File: config.mk
export PLATFORM = sky130hd
export DESIGN_NAME = conv_layer_seq_flat
export DESIGN_NICKNAME = d
export VERILOG_FILES = /design/src/rtl/conv_layer_seq_if.sv /design/src/rtl/conv_layer_seq.sv /design/src/flat_wrapper.sv
export SDC_FILE = /design/constraint.sdc
export NUM_CORES = 1
export LEC_CHECK = 0
export ABC_CLOCK_PERIOD_IN_PS = 3350
export BUFFER_PORTS_ARGS = -buffer_cell sky130_fd_sc_hd__buf_2
export CORE_ASPECT_RATIO = 2
export CORE_UTILIZATION = 46
export CTS_BUF_LIST = sky130_fd_sc_hd__clkbuf_4 sky130_fd_sc_hd__clkbuf_8 sky130_fd_sc_hd__clkbuf_16
export CTS_CLUSTER_SIZE = 10
export DETAILED_ROUTE_END_ITERATION = 8
export PLACE_DENSITY = 0.72
export RECOVER_POWER = 25
export SKIP_CTS_REPAIR_TIMING = 1
export SLEW_MARGIN = 20
export SYNTH_ARGS = -nofsm -noshare
export SYNTH_HDL_FRONTEND = slang
export SYNTH_SLANG_ARGS = --single-unit
File: constraint.sdc
create_clock -name clk -period 3.35 [get_ports clk]
set_input_delay 0.67 -clock clk [delete_from_list [all_inputs] [get_ports clk]]
set_output_delay 0.67 -clock clk [all_outputs]
set_load 0.05 [all_outputs]
File: src/rtl/conv_layer_seq_if.sv
// Handshake and bus bundle between conv_layer_seq, its parameter/pixel sources and one conv instance.
// master = sequencer side, slave = environment (sources, conv, downstream fifo).
interface conv_layer_seq_if #(
    parameter int IN_CHANNEL = 2
);
    logic [31:0]             w_data;
    logic                    w_valid;
    logic                    w_ready;
    logic [31:0]             weight_wr_data;
    logic [31:0]             weight_wr_addr;
    logic                    weight_wr_en;
    logic [8*IN_CHANNEL-1:0] s_data;
    logic                    s_valid;
    logic                    s_ready;
    logic [8*IN_CHANNEL-1:0] conv_i_data;
    logic                    conv_i_valid;
    logic                    fifo_almost_full;
    logic                    conv_o_valid;

    modport master (
        input  w_data, w_valid, s_data, s_valid, fifo_almost_full, conv_o_valid,
        output w_ready, weight_wr_data, weight_wr_addr, weight_wr_en,
               s_ready, conv_i_data, conv_i_valid
    );

    modport slave (
        output w_data, w_valid, s_data, s_valid, fifo_almost_full, conv_o_valid,
        input  w_ready, weight_wr_data, weight_wr_addr, weight_wr_en,
               s_ready, conv_i_data, conv_i_valid
    );
endinterface

File: src/rtl/conv_layer_seq.sv
// Per-layer sequencer: replays a packed parameter stream onto the conv weight port, then gates one
// frame of pixels into conv and counts its outputs. Drain watchdog enabled by CONV_LAYER_SEQ_WDOG_EN.
module conv_layer_seq #(
    parameter int IN_WIDTH         = 8,
    parameter int IN_HEIGHT        = 8,
    parameter int OUT_WIDTH        = 8,
    parameter int OUT_HEIGHT       = 8,
    parameter int KERNEL_0         = 3,
    parameter int KERNEL_1         = 3,
    parameter int IN_CHANNEL       = 2,
    parameter int OUT_CHANNEL      = 2,
    parameter int KERNEL_BASE_ADDR = 0,
    parameter int WDOG_CYCLES      = 1024
) (
    input  logic             clk,
    input  logic             rst,
    input  logic             start,
    output logic             busy,
    output logic             done,
    output logic             err,
    conv_layer_seq_if.master bus
);
    localparam int NK         = KERNEL_0 * KERNEL_1 * IN_CHANNEL * OUT_CHANNEL;
    localparam int BIAS_BASE  = KERNEL_BASE_ADDR + NK;
    localparam int COEFF_ADDR = BIAS_BASE + OUT_CHANNEL;
    localparam int SCALE_ADDR = COEFF_ADDR + 1;
    localparam int NPIX       = IN_WIDTH * IN_HEIGHT;
    localparam int NOUT       = OUT_WIDTH * OUT_HEIGHT;
    localparam int RW         = $clog2(NK) + 1;
    localparam int PW         = $clog2(NPIX) + 1;
    localparam int OW         = $clog2(NOUT) + 1;
    localparam int PIX_W      = 8 * IN_CHANNEL;

    if (NK < 1 || NPIX < 1 || NOUT < 1 || WDOG_CYCLES < 1) begin : g_bad_params
        $error("conv_layer_seq: invalid parameter set");
    end

    typedef enum logic [2:0] {
        IDLE, LD_KERN, LD_BIAS, LD_COEFF, LD_SCALE, STREAM, DRAIN, DONE
    } state_t;

    state_t            state, ld_next;
    logic [RW-1:0]     rgn_idx, rgn_last;
    logic [31:0]       rgn_base;
    logic [PW-1:0]     pix_cnt;
    logic [OW-1:0]     out_cnt, out_cnt_nxt;
    logic              is_ld, is_coeff, w_xfer, s_rdy, s_xfer, wd_fire;
    logic              wr_en_p1;
    logic [31:0]       wr_addr_p1, wr_data_p1;
    logic              vld_p1;
    logic [PIX_W-1:0]  pix_p1;

    function automatic logic [OW-1:0] sat_inc(input logic [OW-1:0] c);
        return (c >= OW'(NOUT)) ? OW'(NOUT) : c + OW'(1);
    endfunction

    // COEFF and SCALE carry a 16-bit payload in the low half of the word.
    function automatic logic [31:0] coeff_word(input logic [31:0] w);
        return {16'b0, w[15:0]};
    endfunction

    always_comb begin
        rgn_base = 32'(KERNEL_BASE_ADDR);
        rgn_last = RW'(NK - 1);
        ld_next  = LD_BIAS;
        case (state)
            LD_BIAS:  begin rgn_base = 32'(BIAS_BASE);  rgn_last = RW'(OUT_CHANNEL - 1); ld_next = LD_COEFF; end
            LD_COEFF: begin rgn_base = 32'(COEFF_ADDR); rgn_last = '0; ld_next = LD_SCALE; end
            LD_SCALE: begin rgn_base = 32'(SCALE_ADDR); rgn_last = '0; ld_next = STREAM; end
            default:  ;
        endcase
    end

    assign is_ld       = state inside {LD_KERN, LD_BIAS, LD_COEFF, LD_SCALE};
    assign is_coeff    = (state == LD_COEFF) || (state == LD_SCALE);
    assign w_xfer      = bus.w_valid && is_ld;
    assign s_rdy       = (state == STREAM) && !bus.fifo_almost_full;
    assign s_xfer      = bus.s_valid && s_rdy;
    assign out_cnt_nxt = bus.conv_o_valid ? sat_inc(out_cnt) : out_cnt;

    always_ff @(posedge clk) begin
        if (rst) begin
            state      <= IDLE;
            rgn_idx    <= '0;
            pix_cnt    <= '0;
            out_cnt    <= '0;
            wr_en_p1   <= 1'b0;
            wr_addr_p1 <= '0;
            wr_data_p1 <= '0;
            vld_p1     <= 1'b0;
            pix_p1     <= '0;
        end else begin
            // p0 -> p1: accepted word/pixel lands on the conv ports one cycle later
            wr_en_p1 <= w_xfer;
            vld_p1   <= s_xfer;
            if (w_xfer) begin
                wr_addr_p1 <= rgn_base + 32'(rgn_idx);
                wr_data_p1 <= is_coeff ? coeff_word(bus.w_data) : bus.w_data;
            end
            if (s_xfer)
                pix_p1 <= bus.s_data;
            if (state == STREAM || state == DRAIN)
                out_cnt <= out_cnt_nxt;

            case (state)
                IDLE: if (start) begin
                    state   <= LD_KERN;
                    rgn_idx <= '0;
                    pix_cnt <= '0;
                    out_cnt <= '0;
                end
                LD_KERN, LD_BIAS, LD_COEFF, LD_SCALE: if (w_xfer) begin
                    if (rgn_idx == rgn_last) begin
                        rgn_idx <= '0;
                        state   <= ld_next;
                    end else begin
                        rgn_idx <= rgn_idx + RW'(1);
                    end
                end
                STREAM: if (s_xfer) begin
                    pix_cnt <= pix_cnt + PW'(1);
                    if (pix_cnt == PW'(NPIX - 1))
                        state <= DRAIN;
                end
                DRAIN: if (out_cnt_nxt == OW'(NOUT) || wd_fire)
                    state <= DONE;
                DONE:    state <= IDLE;
                default: state <= IDLE;
            endcase
        end
    end

`ifdef CONV_LAYER_SEQ_WDOG_EN
    localparam int WW = $clog2(WDOG_CYCLES) + 1;
    logic [WW-1:0] wd_cnt;
    logic          err_q;

    // wd_cnt holds the number of cycles elapsed since the last conv output (or DRAIN entry).
    assign wd_fire = (state == DRAIN) && !bus.conv_o_valid && (wd_cnt >= WW'(WDOG_CYCLES - 1));

    always_ff @(posedge clk) begin
        if (rst) begin
            wd_cnt <= '0;
            err_q  <= 1'b0;
        end else begin
            if (state != DRAIN)
                wd_cnt <= '0;
            else if (bus.conv_o_valid)
                wd_cnt <= WW'(1);
            else
                wd_cnt <= wd_cnt + WW'(1);
            if (wd_fire)
                err_q <= 1'b1;
        end
    end

    assign err = err_q;
`else
    assign wd_fire = 1'b0;
    assign err     = 1'b0;
`endif

    assign busy               = (state != IDLE);
    assign done               = (state == DONE);
    assign bus.w_ready        = is_ld;
    assign bus.s_ready        = s_rdy;
    assign bus.weight_wr_en   = wr_en_p1;
    assign bus.weight_wr_addr = wr_addr_p1;
    assign bus.weight_wr_data = wr_data_p1;
    assign bus.conv_i_valid   = vld_p1;
    assign bus.conv_i_data    = pix_p1;
endmodule
File: src/flat_wrapper.sv
// flat-port wrapper written by rule: the top's interface ports become plain ports
module conv_layer_seq_flat 
#(
    parameter int IN_WIDTH         = 8,
    parameter int IN_HEIGHT        = 8,
    parameter int OUT_WIDTH        = 8,
    parameter int OUT_HEIGHT       = 8,
    parameter int KERNEL_0         = 3,
    parameter int KERNEL_1         = 3,
    parameter int IN_CHANNEL       = 2,
    parameter int OUT_CHANNEL      = 2,
    parameter int KERNEL_BASE_ADDR = 0,
    parameter int WDOG_CYCLES      = 1024
)
  (clk, rst, start, busy, done, err, bus_w_data, bus_w_valid, bus_s_data, bus_s_valid, bus_fifo_almost_full, bus_conv_o_valid, bus_w_ready, bus_weight_wr_data, bus_weight_wr_addr, bus_weight_wr_en, bus_s_ready, bus_conv_i_data, bus_conv_i_valid);
  conv_layer_seq_if #(.IN_CHANNEL(IN_CHANNEL)) bus_i ();
  input  logic clk;
  input  logic rst;
  input  logic start;
  output logic busy;
  output logic done;
  output logic err;
  input wire logic [$bits(bus_i.w_data)-1:0] bus_w_data;
  input wire logic [$bits(bus_i.w_valid)-1:0] bus_w_valid;
  input wire logic [$bits(bus_i.s_data)-1:0] bus_s_data;
  input wire logic [$bits(bus_i.s_valid)-1:0] bus_s_valid;
  input wire logic [$bits(bus_i.fifo_almost_full)-1:0] bus_fifo_almost_full;
  input wire logic [$bits(bus_i.conv_o_valid)-1:0] bus_conv_o_valid;
  output wire logic [$bits(bus_i.w_ready)-1:0] bus_w_ready;
  output wire logic [$bits(bus_i.weight_wr_data)-1:0] bus_weight_wr_data;
  output wire logic [$bits(bus_i.weight_wr_addr)-1:0] bus_weight_wr_addr;
  output wire logic [$bits(bus_i.weight_wr_en)-1:0] bus_weight_wr_en;
  output wire logic [$bits(bus_i.s_ready)-1:0] bus_s_ready;
  output wire logic [$bits(bus_i.conv_i_data)-1:0] bus_conv_i_data;
  output wire logic [$bits(bus_i.conv_i_valid)-1:0] bus_conv_i_valid;
  assign bus_i.w_data = bus_w_data;
  assign bus_i.w_valid = bus_w_valid;
  assign bus_i.s_data = bus_s_data;
  assign bus_i.s_valid = bus_s_valid;
  assign bus_i.fifo_almost_full = bus_fifo_almost_full;
  assign bus_i.conv_o_valid = bus_conv_o_valid;
  assign bus_w_ready = bus_i.w_ready;
  assign bus_weight_wr_data = bus_i.weight_wr_data;
  assign bus_weight_wr_addr = bus_i.weight_wr_addr;
  assign bus_weight_wr_en = bus_i.weight_wr_en;
  assign bus_s_ready = bus_i.s_ready;
  assign bus_conv_i_data = bus_i.conv_i_data;
  assign bus_conv_i_valid = bus_i.conv_i_valid;
  conv_layer_seq #(.IN_WIDTH(IN_WIDTH), .IN_HEIGHT(IN_HEIGHT), .OUT_WIDTH(OUT_WIDTH), .OUT_HEIGHT(OUT_HEIGHT), .KERNEL_0(KERNEL_0), .KERNEL_1(KERNEL_1), .IN_CHANNEL(IN_CHANNEL), .OUT_CHANNEL(OUT_CHANNEL), .KERNEL_BASE_ADDR(KERNEL_BASE_ADDR), .WDOG_CYCLES(WDOG_CYCLES)) u_core (.clk(clk), .rst(rst), .start(start), .busy(busy), .done(done), .err(err), .bus(bus_i));
endmodule
==> flow_results.xml, run 1 <==
<?xml version="1.0" encoding="UTF-8"?>
<metrics>
  <group name="critical_path">
    <metric name="critical_path_class" unit="">flop to flop</metric>
    <metric name="critical_path.cell_chain" unit="">nand2_1 -&gt; o21ai_0 -&gt; ha_1 -&gt; a21o_1 -&gt; a21oi_1 -&gt; nor2_1 -&gt; a21o_1 -&gt; a32o_1</metric>
    <metric name="required" unit="ns">3.57</metric>
    <metric name="path_delay_family" unit="">compound AO/OA/AOI/OAI gates</metric>
    <metric name="end_kind" unit="">flop</metric>
    <metric name="cp-start-kind" unit="">flop</metric>
    <metric name="crit_top_cell" unit="">sky130_fd_sc_hd__a21o_1</metric>
    <metric name="critical-path-max-stage-delay" unit="ns">0.70</metric>
    <metric name="crit_path_top_delay_cell" unit="">sky130_fd_sc_hd__dfxtp_1</metric>
    <metric name="worst-path-max-fanout" unit="">15</metric>
    <metric name="critical_path.n_buffers_inverters" unit="">0</metric>
    <metric name="cp.arrival" unit="ns">2.98</metric>
  </group>
  <group name="cells_and_area">
    <metric name="flow.area_growth_from_synthesis" unit="%">18.1</metric>
    <metric name="drive_gt1_share" unit="%">21.4</metric>
    <metric name="final-instance-count-excl-fill" unit="">659</metric>
    <metric name="insertedDiodeCount" unit="">0</metric>
    <metric name="post-route-cell-area" unit="sq um">4600</metric>
    <metric name="num-nets-final" unit="">622</metric>
  </group>
  <group name="timing">
    <metric name="timing_max_transition_violations_final" unit="">0</metric>
    <metric name="worst_slew_pin_slew" unit="ns">0.952</metric>
    <metric name="timing.slew.headroom" unit="%">36.3</metric>
    <metric name="fin_crit_sh" unit="%">82.5</metric>
    <metric name="setup-violations-final" unit="">0</metric>
    <metric name="tns" unit="ns">0</metric>
    <metric name="fmax" unit="GHz">0.362</metric>
    <metric name="post-route-min-period" unit="ns">2.76</metric>
    <metric name="hold_viol" unit="">0</metric>
    <metric name="grt_setup_unrepaired" unit="">no</metric>
    <metric name="skew" unit="ns">0.00796</metric>
  </group>
  <group name="floorplanning">
    <metric name="die_width" unit="microns">67.1</metric>
    <metric name="dieHeight" unit="microns">132</metric>
    <metric name="core_region_area" unit="sq um">8230</metric>
    <metric name="ios" unit="">142</metric>
    <metric name="die-area" unit="sq um">8870</metric>
    <metric name="fp-row-count" unit="">47</metric>
    <metric name="floorplan.initialDensity" unit="%">47.4</metric>
  </group>
  <group name="cts">
    <metric name="clock_sinks" unit="">82</metric>
    <metric name="clock_tree_from_tritoncts" unit="">yes</metric>
    <metric name="cts_root_buf" unit="">sky130_fd_sc_hd__clkbuf_16</metric>
    <metric name="clk-insertion-delay-late" unit="ns">0.33</metric>
    <metric name="cts-buffers-inserted" unit="">9</metric>
    <metric name="clockBufferDepth" unit="">2</metric>
    <metric name="htreeDepth" unit="">3</metric>
    <metric name="clk_pin_slew" unit="ns">0.06</metric>
  </group>
  <group name="global_routing">
    <metric name="grt_overflow" unit="">0</metric>
    <metric name="number_of_global_route_vias_before_repair" unit="">3138</metric>
    <metric name="antenna_found_initial" unit="">0</metric>
    <metric name="pin_count_of_the_biggest_net_entering_global_routing" unit="">31</metric>
    <metric name="globalRouteTotalUtil" unit="%">20.6</metric>
    <metric name="first_pass_grt_wire_length" unit="microns">14100</metric>
  </group>
  <group name="pwr">
    <metric name="peakVddDrop" unit="mV">0.292</metric>
    <metric name="fin_total_pwr" unit="mW">3.15</metric>
    <metric name="power.static_leakage" unit="nW">1.87</metric>
    <metric name="cellPowerDensity" unit="nW/um^2">684</metric>
  </group>
  <group name="synthesis">
    <metric name="synth-warning-count" unit="">0</metric>
    <metric name="postSynth.asyncResetShare" unit="%">0</metric>
    <metric name="synth_enable_flop_cells" unit="">0</metric>
    <metric name="ys_dominant_reg_cell" unit="">sky130_fd_sc_hd__dfxtp_1</metric>
    <metric name="summed_instance_area_of_the_synthesized_netlist" unit="sq um">3900</metric>
    <metric name="synth.lib_cells_used.distinct" unit="">63</metric>
    <metric name="synthCells" unit="">457</metric>
    <metric name="share_of_synthesized_area_occupied_by_flip_flops_and_latches" unit="%">42.1</metric>
    <metric name="synth.ff_latch_count" unit="">82</metric>
    <metric name="synth.avg_cell_area" unit="sq um">8.53</metric>
  </group>
  <group name="detailed_routing">
    <metric name="totalWireLength" unit="microns">8830</metric>
    <metric name="avgRoutedWirePerCell" unit="microns">13.4</metric>
    <metric name="drt_pass1_iterations" unit="">4</metric>
    <metric name="vias_per_cell" unit="">5.15</metric>
    <metric name="via_count" unit="">3397</metric>
    <metric name="detail_route.iter0.violations" unit="">130</metric>
    <metric name="drt.antenna.violating_nets" unit="">0</metric>
    <metric name="detail_route.drc_violations" unit="">0</metric>
  </group>
  <group name="placed_design">
    <metric name="gp_congestion" unit="">0.839</metric>
    <metric name="dp.final_hpwl" unit="microns">6610</metric>
    <metric name="placed_cells_incl_taps" unit="">645</metric>
    <metric name="numPortBuffers" unit="">116</metric>
    <metric name="dpl_cell_area" unit="sq um">4360</metric>
  </group>
  <group name="hold_path">
    <metric name="hold_class" unit="">flop to flop</metric>
  </group>
  <group name="run">
    <metric name="drv_cap" unit="">0</metric>
  </group>
  <group name="run_status">
    <metric name="status" unit="">completed</metric>
  </group>
</metrics>
## stage by stage
stage / hold slack, ns / utilization (%) / worst slack [ns]
CTS: 0.453 / 56.5 / 0.603
finish: 0.449 / 55.9 / 0.586
detailed placement: 0.445 / 52.9 / 0.619
global route: 0.471 / 55.9 / 0.337
global placement: 0.440 / 52.9 / 0.732
floorplan: 0.479 / - / 1.12
## layout by cell type (no fill, tap or decap), drive strengths merged, types with 3 or more instances in the layout
cell type and n:
and3 4, a21o 3, nand3 12, o21ai 8
o21a 3, ha 8, a31oi 7, nand4 5
clkbuf 48, nand2b 3, xnor2 7, nand4b 4
or2 3, nor2 29, conb 25, nand2 98
xor2 7, dfxtp 82, a211oi 3, a22o 16
a21oi 46, buf 83, inv 11, nor3 11
## layer usage
metal,vias up,wire length (microns),track usage [%]
met1,1566,3220,19.4
li1,1717,-,-
met5,-,0,0
met3,17,432,4.58
met2,97,4940,39.2
met4,0,227,9.57
## cells in the mapped netlist (4+ instances only)
cell	number	area share [%]
sky130_fd_sc_hd__a21oi_1	44	5.6
sky130_fd_sc_hd__a22o_1	16	3.6
sky130_fd_sc_hd__a31oi_1	7	1.1
sky130_fd_sc_hd__buf_2	10	1.3
sky130_fd_sc_hd__buf_4	29	5.6
sky130_fd_sc_hd__clkbuf_1	10	0.96
sky130_fd_sc_hd__dfxtp_1	82	42
sky130_fd_sc_hd__ha_1	8	2.6
sky130_fd_sc_hd__inv_1	11	1.1
sky130_fd_sc_hd__nand2_1	98	9.4
sky130_fd_sc_hd__nand3_1	12	1.5
sky130_fd_sc_hd__nand4_1	5	0.80
sky130_fd_sc_hd__nand4b_1	4	0.90
sky130_fd_sc_hd__nor2_1	27	2.6
sky130_fd_sc_hd__nor3_1	10	1.3
sky130_fd_sc_hd__o21ai_0	7	0.90
sky130_fd_sc_hd__xnor2_1	6	1.3
sky130_fd_sc_hd__xor2_1	7	1.6
## path summary, 6_finish.rpt
| check | start | to | slack [ns] | cells after the start |
|---|---|---|---|---|
| max reg2reg | u_core.state[1] | u_core.bus.weight_wr_addr[7] | 0.59 | 8 |
| min reg2reg | u_core.bus.conv_i_data[11] | u_core.bus.conv_i_data[11] | 0.45 | 2 |
| max | u_core.state[1] | u_core.bus.weight_wr_addr[7] | 0.59 | 8 |
| min | u_core.bus.conv_i_data[11] | u_core.bus.conv_i_data[11] | 0.45 | 2 |
## flip-flops by register name (all words and copies together) (netlist names)
register / flops
u_core.bus.conv_i_valid: 1
u_core.bus.weight_wr_addr: 8
u_core.bus.weight_wr_en: 1
u_core.bus.conv_i_data: 16
u_core.state: 3
u_core.rgn_idx: 7
u_core.out_cnt: 7
u_core.pix_cnt: 7
u_core.bus.weight_wr_data: 32
## worst min-delay path, cell delays in order (launching register included)
cell and delay (ns):
sky130_fd_sc_hd__dfxtp_1 0.30, sky130_fd_sc_hd__nand2_1 0.05, sky130_fd_sc_hd__a21oi_1 0.05
## where the power goes
part           switching (mW)  leakage, nW  internal, mW  total, mW
combinational           0.750         1.06         0.272       1.02
clock                   0.359        0.146         0.607      0.966
sequential             0.0896        0.664          1.07       1.16
total                    1.20         1.87          1.95       3.15
## cells by family (layout without fill, tap and decap cells)
family,Yosys count,in the layout,share of synthesized area (%)
muxes,4,4,1.09
and+or+nand+nor,186,186,23.2
buffers and inverters,64,144,10.2
xor gates and xnor gates,14,14,3.63
DFF,82,82,42.1
AOI/OAI and AO/OA,97,97,16.6
adders and majority gates,9,9,3.08
other,1,25,0.0962
## cell type report
type	count	area (sq um)
Fill cell	818	3630
Clock inverter	2	38.8
Tap cell	98	123
Timing Repair Buffer	119	558
Clock buffer	12	254
Sequential cell	82	1640
Inverter	11	41.3
Multi-Input combinational cell	335	1950
No activity file was read; power rests on OpenSTA's default activity.
==> inputs of run 2 (changes only) <==
ABC_AREA = 1   (was not set)
ABC_CLOCK_PERIOD_IN_PS = 2700   (was 3350)
clock period = 2.7 ns   (was 3.35 ns; I/O delays follow)
==> flow_results.xml, run 2 <==
<?xml version="1.0" encoding="UTF-8"?>
<metrics>
  <group name="timing">
    <metric name="timing.slew.headroom" unit="%">49.8</metric>
    <metric name="worst_slew_pin_slew" unit="ns">0.751</metric>
    <metric name="grt_setup_unrepaired" unit="">no</metric>
    <metric name="fmax" unit="GHz">0.419</metric>
    <metric name="fin_crit_sh" unit="%">88.3</metric>
    <metric name="tns" unit="ns">0</metric>
    <metric name="post-route-min-period" unit="ns">2.38</metric>
    <metric name="hold_viol" unit="">0</metric>
    <metric name="setup-violations-final" unit="">0</metric>
    <metric name="skew" unit="ns">0.00515</metric>
    <metric name="timing_max_transition_violations_final" unit="">0</metric>
    <metric name="timing.hold.ws" unit="ns">0.416</metric>
  </group>
  <group name="synthesis">
    <metric name="ys_dominant_reg_cell" unit="">sky130_fd_sc_hd__dfxtp_1</metric>
    <metric name="synth_top_area_cells" unit="">sky130_fd_sc_hd__dfxtp_1 (42%), sky130_fd_sc_hd__nand3_1 (8.9%), sky130_fd_sc_hd__nand2_1 (8.7%), sky130_fd_sc_hd__nor2_1 (5.5%), sky130_fd_sc_hd__a21oi_1 (5.3%)</metric>
    <metric name="synth_enable_flop_cells" unit="">0</metric>
    <metric name="synth.ff_latch_count" unit="">82</metric>
    <metric name="yosysTopAreaCell" unit="">sky130_fd_sc_hd__dfxtp_1</metric>
    <metric name="synth.lib_cells_used.distinct" unit="">40</metric>
    <metric name="ranking_of_synthesized_cells_by_instance_count" unit="">sky130_fd_sc_hd__nand2_1 (90), sky130_fd_sc_hd__dfxtp_1 (82), sky130_fd_sc_hd__nand3_1 (69)</metric>
    <metric name="synthCells" unit="">518</metric>
    <metric name="synth_largest_type_area_fraction" unit="%">42.1</metric>
    <metric name="synth-warning-count" unit="">0</metric>
    <metric name="postSynth.asyncResetShare" unit="%">0</metric>
    <metric name="synth.avg_cell_area" unit="sq um">7.52</metric>
    <metric name="yosys.cell_count.top_type" unit="">sky130_fd_sc_hd__nand2_1</metric>
    <metric name="share_of_synthesized_area_occupied_by_flip_flops_and_latches" unit="%">42.1</metric>
    <metric name="summed_instance_area_of_the_synthesized_netlist" unit="sq um">3890</metric>
  </group>
  <group name="critical_path">
    <metric name="required" unit="ns">2.93</metric>
    <metric name="crit_top_cell" unit="">sky130_fd_sc_hd__nand2_2</metric>
    <metric name="critical_path.cell_chain" unit="">nand2_2 -&gt; nor2_2 -&gt; nand3b_1 -&gt; nand2_2 -&gt; inv_1 -&gt; nor3_2 -&gt; nand2_1 -&gt; o21ai_0 -&gt; a21oi_1</metric>
    <metric name="crit_path_top_delay_cell" unit="">sky130_fd_sc_hd__dfxtp_1</metric>
    <metric name="worst-path-max-fanout" unit="">19</metric>
    <metric name="critical-path-max-stage-delay" unit="ns">0.58</metric>
    <metric name="cp.arrival" unit="ns">2.62</metric>
    <metric name="critical_path_class" unit="">flop to flop</metric>
    <metric name="setup.reg_to_reg.worst_slack" unit="ns">0.32</metric>
    <metric name="cp-start-kind" unit="">flop</metric>
    <metric name="end_kind" unit="">flop</metric>
  </group>
  <group name="run_status">
    <metric name="status" unit="">completed</metric>
  </group>
  <group name="global_routing">
    <metric name="antenna_found_initial" unit="">0</metric>
    <metric name="first_pass_grt_wire_length" unit="microns">15500</metric>
    <metric name="globalRouteTotalUtil" unit="%">22.8</metric>
    <metric name="grt_overflow" unit="">0</metric>
    <metric name="pin_count_of_the_biggest_net_entering_global_routing" unit="">45</metric>
    <metric name="number_of_global_route_vias_before_repair" unit="">3537</metric>
  </group>
  <group name="floorplanning">
    <metric name="die-area" unit="sq um">8860</metric>
    <metric name="fp-row-count" unit="">47</metric>
    <metric name="ios" unit="">142</metric>
    <metric name="floorplan.initialDensity" unit="%">47.3</metric>
    <metric name="dieHeight" unit="microns">132</metric>
    <metric name="die_width" unit="microns">67.1</metric>
    <metric name="core_region_area" unit="sq um">8230</metric>
  </group>
  <group name="detailed_routing">
    <metric name="via_count" unit="">3696</metric>
    <metric name="totalWireLength" unit="microns">9550</metric>
    <metric name="detail_route.drc_violations" unit="">0</metric>
    <metric name="drt_pass1_iterations" unit="">4</metric>
    <metric name="avgRoutedWirePerCell" unit="microns">13.1</metric>
    <metric name="drt.antenna.violating_nets" unit="">0</metric>
    <metric name="detail_route.iter0.violations" unit="">180</metric>
    <metric name="vias_per_cell" unit="">5.05</metric>
  </group>
  <group name="cells_and_area">
    <metric name="drive_gt1_share" unit="%">20.2</metric>
    <metric name="final_cell_mix" unit="">sky130_fd_sc_hd__nand2_1 (90), sky130_fd_sc_hd__dfxtp_1 (82), sky130_fd_sc_hd__buf_2 (81)</metric>
    <metric name="insertedDiodeCount" unit="">0</metric>
    <metric name="num-fill-cells" unit="">815</metric>
    <metric name="largest_register_ff_count" unit="">32</metric>
    <metric name="flow.area_growth_from_synthesis" unit="%">20.4</metric>
    <metric name="finalCoreUtilization" unit="%">57.0</metric>
    <metric name="final-instance-count-excl-fill" unit="">732</metric>
    <metric name="mostFrequentLayoutCell" unit="">sky130_fd_sc_hd__nand2_1</metric>
    <metric name="num-nets-final" unit="">693</metric>
  </group>
  <group name="pwr">
    <metric name="cellPowerDensity" unit="nW/um^2">1000</metric>
    <metric name="power.static_leakage" unit="nW">2.14</metric>
    <metric name="peakVddDrop" unit="mV">0.627</metric>
  </group>
  <group name="placed_design">
    <metric name="placed_cells_incl_taps" unit="">716</metric>
    <metric name="dp.final_hpwl" unit="microns">7100</metric>
    <metric name="gp_congestion" unit="">0.886</metric>
    <metric name="numPortBuffers" unit="">116</metric>
  </group>
  <group name="cts">
    <metric name="cts-buffers-inserted" unit="">9</metric>
    <metric name="clock_tree_from_tritoncts" unit="">yes</metric>
    <metric name="htreeDepth" unit="">3</metric>
    <metric name="clk-insertion-delay-late" unit="ns">0.34</metric>
    <metric name="clock_sinks" unit="">82</metric>
    <metric name="cts_root_buf" unit="">sky130_fd_sc_hd__clkbuf_16</metric>
    <metric name="clk_pin_slew" unit="ns">0.06</metric>
    <metric name="clockBufferDepth" unit="">2</metric>
  </group>
  <group name="hold_path">
    <metric name="hold_class" unit="">input port to flop</metric>
  </group>
  <group name="run">
    <metric name="drv_cap" unit="">0</metric>
  </group>
</metrics>
[run 2: cell type report]
cell class | instances | area (sq um) | share of cell area, %
multi-input combinational | 372 | 1880 | 40.1
sequential | 82 | 1640 | 35.0
timing repair buffer | 122 | 582 | 12.4
clock buffer | 12 | 254 | 5.42
inverter | 42 | 158 | 3.36
tap | 98 | 123 | 2.61
clock inverter | 4 | 51.3 | 1.09
[run 2: path summary, 6_finish.rpt]
| check | cells after the start | start | end |
|---|---|---|---|
| hold / removal | 3 | bus_w_data[19] | u_core.bus.weight_wr_data[19] |
| setup / recovery | 9 | u_core.state[0] | u_core.pix_cnt[4] |
| hold reg to reg | 2 | u_core.bus.conv_i_data[1] | u_core.bus.conv_i_data[1] |
| setup reg to reg | 9 | u_core.state[0] | u_core.pix_cnt[4] |
[run 2: worst max-delay path: cells and delay by family (launching register included)]
family	cells	cell delay (ns)
simple gates	6	1.36
compound gates	2	0.19
buf+inv	1	0.13
flops	1	0.58
[run 2: where the power goes]
group          switching [mW]  internal, mW  leakage (nW)
Combinational            1.45         0.417          1.32
Sequential              0.161          1.43         0.667
Clock                   0.474         0.762         0.150
[run 2: logic make-up (layout without fill, tap and decap cells)]
group	after synthesis	after routing	synth area share [%]
simple gates	245	245	29.9
buf+inv	88	180	11.6
compound gates	87	87	11.8
flops	82	82	42.1
fa+ha+maj	9	9	3.08
xor+xnor	6	6	1.35
other cells	1	25	0.0963
[run 2: layer usage]
metal | global-route usage [%] | vias to the layer above | share of wire [%]
met1 | 21.6 | 1668 | 35
met3 | 5.80 | 27 | 6.0
met4 | 11.7 | 0 | 3.3
met2 | 42.3 | 136 | 56
li1 | - | 1865 | -
met5 | 0 | - | 0
[run 2: metrics by stage]
stage / setup WS (ns) / power (mW) / area (sq um)
2_1_floorplan: 0.397 / 3.12 / 3990
3_5_place_dp: 0.363 / 3.51 / 4440
5_1_grt: 0.0709 / 4.94 / 4690
6_report: 0.316 / 4.69 / 4690
4_1_cts: 0.343 / 4.76 / 4750
3_3_place_gp: 0.375 / 3.47 / 4440
==> inputs of run 3 (changes only) <==
CTS_CLUSTER_DIAMETER = 120   (was not set)
REMOVE_ABC_BUFFERS = 1   (was not set)
==> flow_results.xml, run 3 (synthesis gave the netlist of run 2 again) <==
<?xml version="1.0" encoding="UTF-8"?>
<metrics>
  <group name="run_status">
    <metric name="status" unit="">completed</metric>
  </group>
  <group name="cells_and_area">
    <metric name="insertedDiodeCount" unit="">0</metric>
    <metric name="flow.area_growth_from_synthesis" unit="%">21.9</metric>
    <metric name="finalCoreUtilization" unit="%">57.7</metric>
    <metric name="num-fill-cells" unit="">772</metric>
    <metric name="drive_gt1_share" unit="%">22.7</metric>
    <metric name="largest_register_ff_count" unit="">32</metric>
    <metric name="mostFrequentLayoutCell" unit="">sky130_fd_sc_hd__buf_2</metric>
    <metric name="final_cell_mix" unit="">sky130_fd_sc_hd__buf_2 (97), sky130_fd_sc_hd__nand2_1 (91), sky130_fd_sc_hd__dfxtp_1 (80)</metric>
    <metric name="num-nets-final" unit="">693</metric>
  </group>
  <group name="timing">
    <metric name="timing_max_transition_violations_final" unit="">0</metric>
    <metric name="timing.hold.ws" unit="ns">0.421</metric>
    <metric name="fmax" unit="GHz">0.423</metric>
    <metric name="timing.slew.headroom" unit="%">50.0</metric>
    <metric name="hold_viol" unit="">0</metric>
    <metric name="worst_slew_pin_slew" unit="ns">0.748</metric>
    <metric name="grt_setup_unrepaired" unit="">no</metric>
    <metric name="post-route-min-period" unit="ns">2.36</metric>
    <metric name="tns" unit="ns">0</metric>
    <metric name="skew" unit="ns">0.00606</metric>
    <metric name="setup-violations-final" unit="">0</metric>
    <metric name="fin_crit_sh" unit="%">87.5</metric>
    <metric name="final.setup.worst_slack" unit="ns">0.336</metric>
  </group>
  <group name="critical_path">
    <metric name="setup.reg_to_reg.worst_slack" unit="ns">0.34</metric>
    <metric name="r2r.worst_path.cells" unit="">9</metric>
    <metric name="timing.rr.start" unit="">u_core.state[0]</metric>
    <metric name="cp.arrival" unit="ns">2.59</metric>
    <metric name="end_kind" unit="">flop</metric>
    <metric name="worst-path-max-fanout" unit="">19</metric>
    <metric name="worst_r2r_end" unit="">u_core.state[1]</metric>
    <metric name="required" unit="ns">2.93</metric>
    <metric name="critical_path_class" unit="">flop to flop</metric>
    <metric name="cp-start-kind" unit="">flop</metric>
  </group>
  <group name="floorplanning">
    <metric name="dieHeight" unit="microns">132</metric>
    <metric name="core_region_area" unit="sq um">8230</metric>
    <metric name="floorplan.initialDensity" unit="%">47.3</metric>
    <metric name="fp-row-count" unit="">47</metric>
    <metric name="die-area" unit="sq um">8860</metric>
    <metric name="ios" unit="">142</metric>
    <metric name="die_width" unit="microns">67.1</metric>
  </group>
  <group name="placed_design">
    <metric name="dp.final_hpwl" unit="microns">6600</metric>
    <metric name="numPortBuffers" unit="">116</metric>
    <metric name="gp_congestion" unit="">0.828</metric>
    <metric name="pre_cts_ws" unit="ns">0.257</metric>
  </group>
  <group name="detailed_routing">
    <metric name="detail_route.drc_violations" unit="">0</metric>
    <metric name="avgRoutedWirePerCell" unit="microns">12.2</metric>
    <metric name="drt.antenna.violating_nets" unit="">0</metric>
    <metric name="detail_route.iter0.violations" unit="">136</metric>
    <metric name="drt_pass1_iterations" unit="">4</metric>
    <metric name="via_count" unit="">3666</metric>
    <metric name="totalWireLength" unit="microns">8950</metric>
    <metric name="vias_per_cell" unit="">5.01</metric>
  </group>
  <group name="hold_path">
    <metric name="hold_class" unit="">input port to flop</metric>
    <metric name="worstHoldStart" unit="">bus_w_data[30]</metric>
    <metric name="min_delay_worst_endpoint" unit="">u_core.bus.weight_wr_data[30]</metric>
    <metric name="timing.hold.worst_path_depth" unit="">3</metric>
  </group>
  <group name="run">
    <metric name="drv_cap" unit="">0</metric>
  </group>
  <group name="global_routing">
    <metric name="pin_count_of_the_biggest_net_entering_global_routing" unit="">36</metric>
    <metric name="number_of_global_route_vias_before_repair" unit="">3303</metric>
    <metric name="globalRouteTotalUtil" unit="%">20.8</metric>
    <metric name="first_pass_grt_wire_length" unit="microns">14400</metric>
    <metric name="grt_overflow" unit="">0</metric>
    <metric name="antenna_found_initial" unit="">0</metric>
  </group>
  <group name="cts">
    <metric name="clock_tree_from_tritoncts" unit="">yes</metric>
    <metric name="htreeDepth" unit="">3</metric>
    <metric name="clk-insertion-delay-late" unit="ns">0.33</metric>
    <metric name="clockBufferDepth" unit="">2</metric>
    <metric name="clock_sinks" unit="">82</metric>
    <metric name="cts-buffers-inserted" unit="">9</metric>
    <metric name="clk_pin_slew" unit="ns">0.06</metric>
    <metric name="cts_root_buf" unit="">sky130_fd_sc_hd__clkbuf_16</metric>
  </group>
  <group name="pwr">
    <metric name="power.static_leakage" unit="nW">2.22</metric>
    <metric name="peakVddDrop" unit="mV">0.634</metric>
    <metric name="cellPowerDensity" unit="nW/um^2">1020</metric>
    <metric name="fin_total_pwr" unit="mW">4.85</metric>
  </group>
</metrics>
==> run 3: routing by layer <==
| metal | GRT usage, % | wire length (microns) | vias up |
|---|---|---|---|
| met4 | 9.57 | 212 | 0 |
| met5 | 0 | 0 | - |
| met2 | 37.4 | 4730 | 143 |
| met1 | 22.3 | 3440 | 1635 |
| met3 | 3.81 | 564 | 17 |
| li1 | - | - | 1871 |
==> run 3: cell type report <==
type / count / area [sq um] / share of cell area [%]
inverters: 42 / 158 / 3.32
multi-input cells: 372 / 1880 / 39.5
flip-flops and latches: 82 / 1640 / 34.6
clock buffers: 10 / 233 / 4.90
clock inverters: 6 / 115 / 2.42
repair buffers: 122 / 602 / 12.7
well taps: 98 / 123 / 2.58
==> run 3: worst max path at each step <==
stage | startpoint | end | cells past startpoint
finish | u_core.state[0] | u_core.state[1] | 9
global placement | u_core.state[0] | u_core.bus.weight_wr_addr[6] | 10
CTS | u_core.state[0] | u_core.bus.weight_wr_addr[6] | 10
floorplan | u_core.state[1] | u_core.bus.weight_wr_addr[6] | 10
global route | u_core.state[0] | u_core.state[2] | 8
detailed placement | u_core.state[0] | u_core.bus.weight_wr_addr[6] | 10
==> run 3: through the flow <==
step | instance area, sq um | instances
2_1_floorplan | 3690 | 496
3_3_place_gp | 4440 | 716
3_5_place_dp | 4440 | 716
4_1_cts | 4790 | 732
5_1_grt | 4750 | 732
6_report | 4750 | 732
==> run 3: worst max-delay path, cell delays in order (launching register included) <==
cell and delay, ns:
sky130_fd_sc_hd__dfxtp_2 0.46, sky130_fd_sc_hd__nand2_1 0.13, sky130_fd_sc_hd__nor2_1 0.14, sky130_fd_sc_hd__nand3b_1 0.54
sky130_fd_sc_hd__o21ai_1 0.39, sky130_fd_sc_hd__nand2_1 0.10, sky130_fd_sc_hd__a21oi_2 0.25, sky130_fd_sc_hd__nand3_1 0.11
sky130_fd_sc_hd__nand2_1 0.07, sky130_fd_sc_hd__nor2_1 0.04
==> run 3: power by group <==
part | internal, mW | switching (mW)
sequential | 1.43 | 0.148
combinational | 0.427 | 1.45
clock | 0.916 | 0.477
total | 2.78 | 2.07
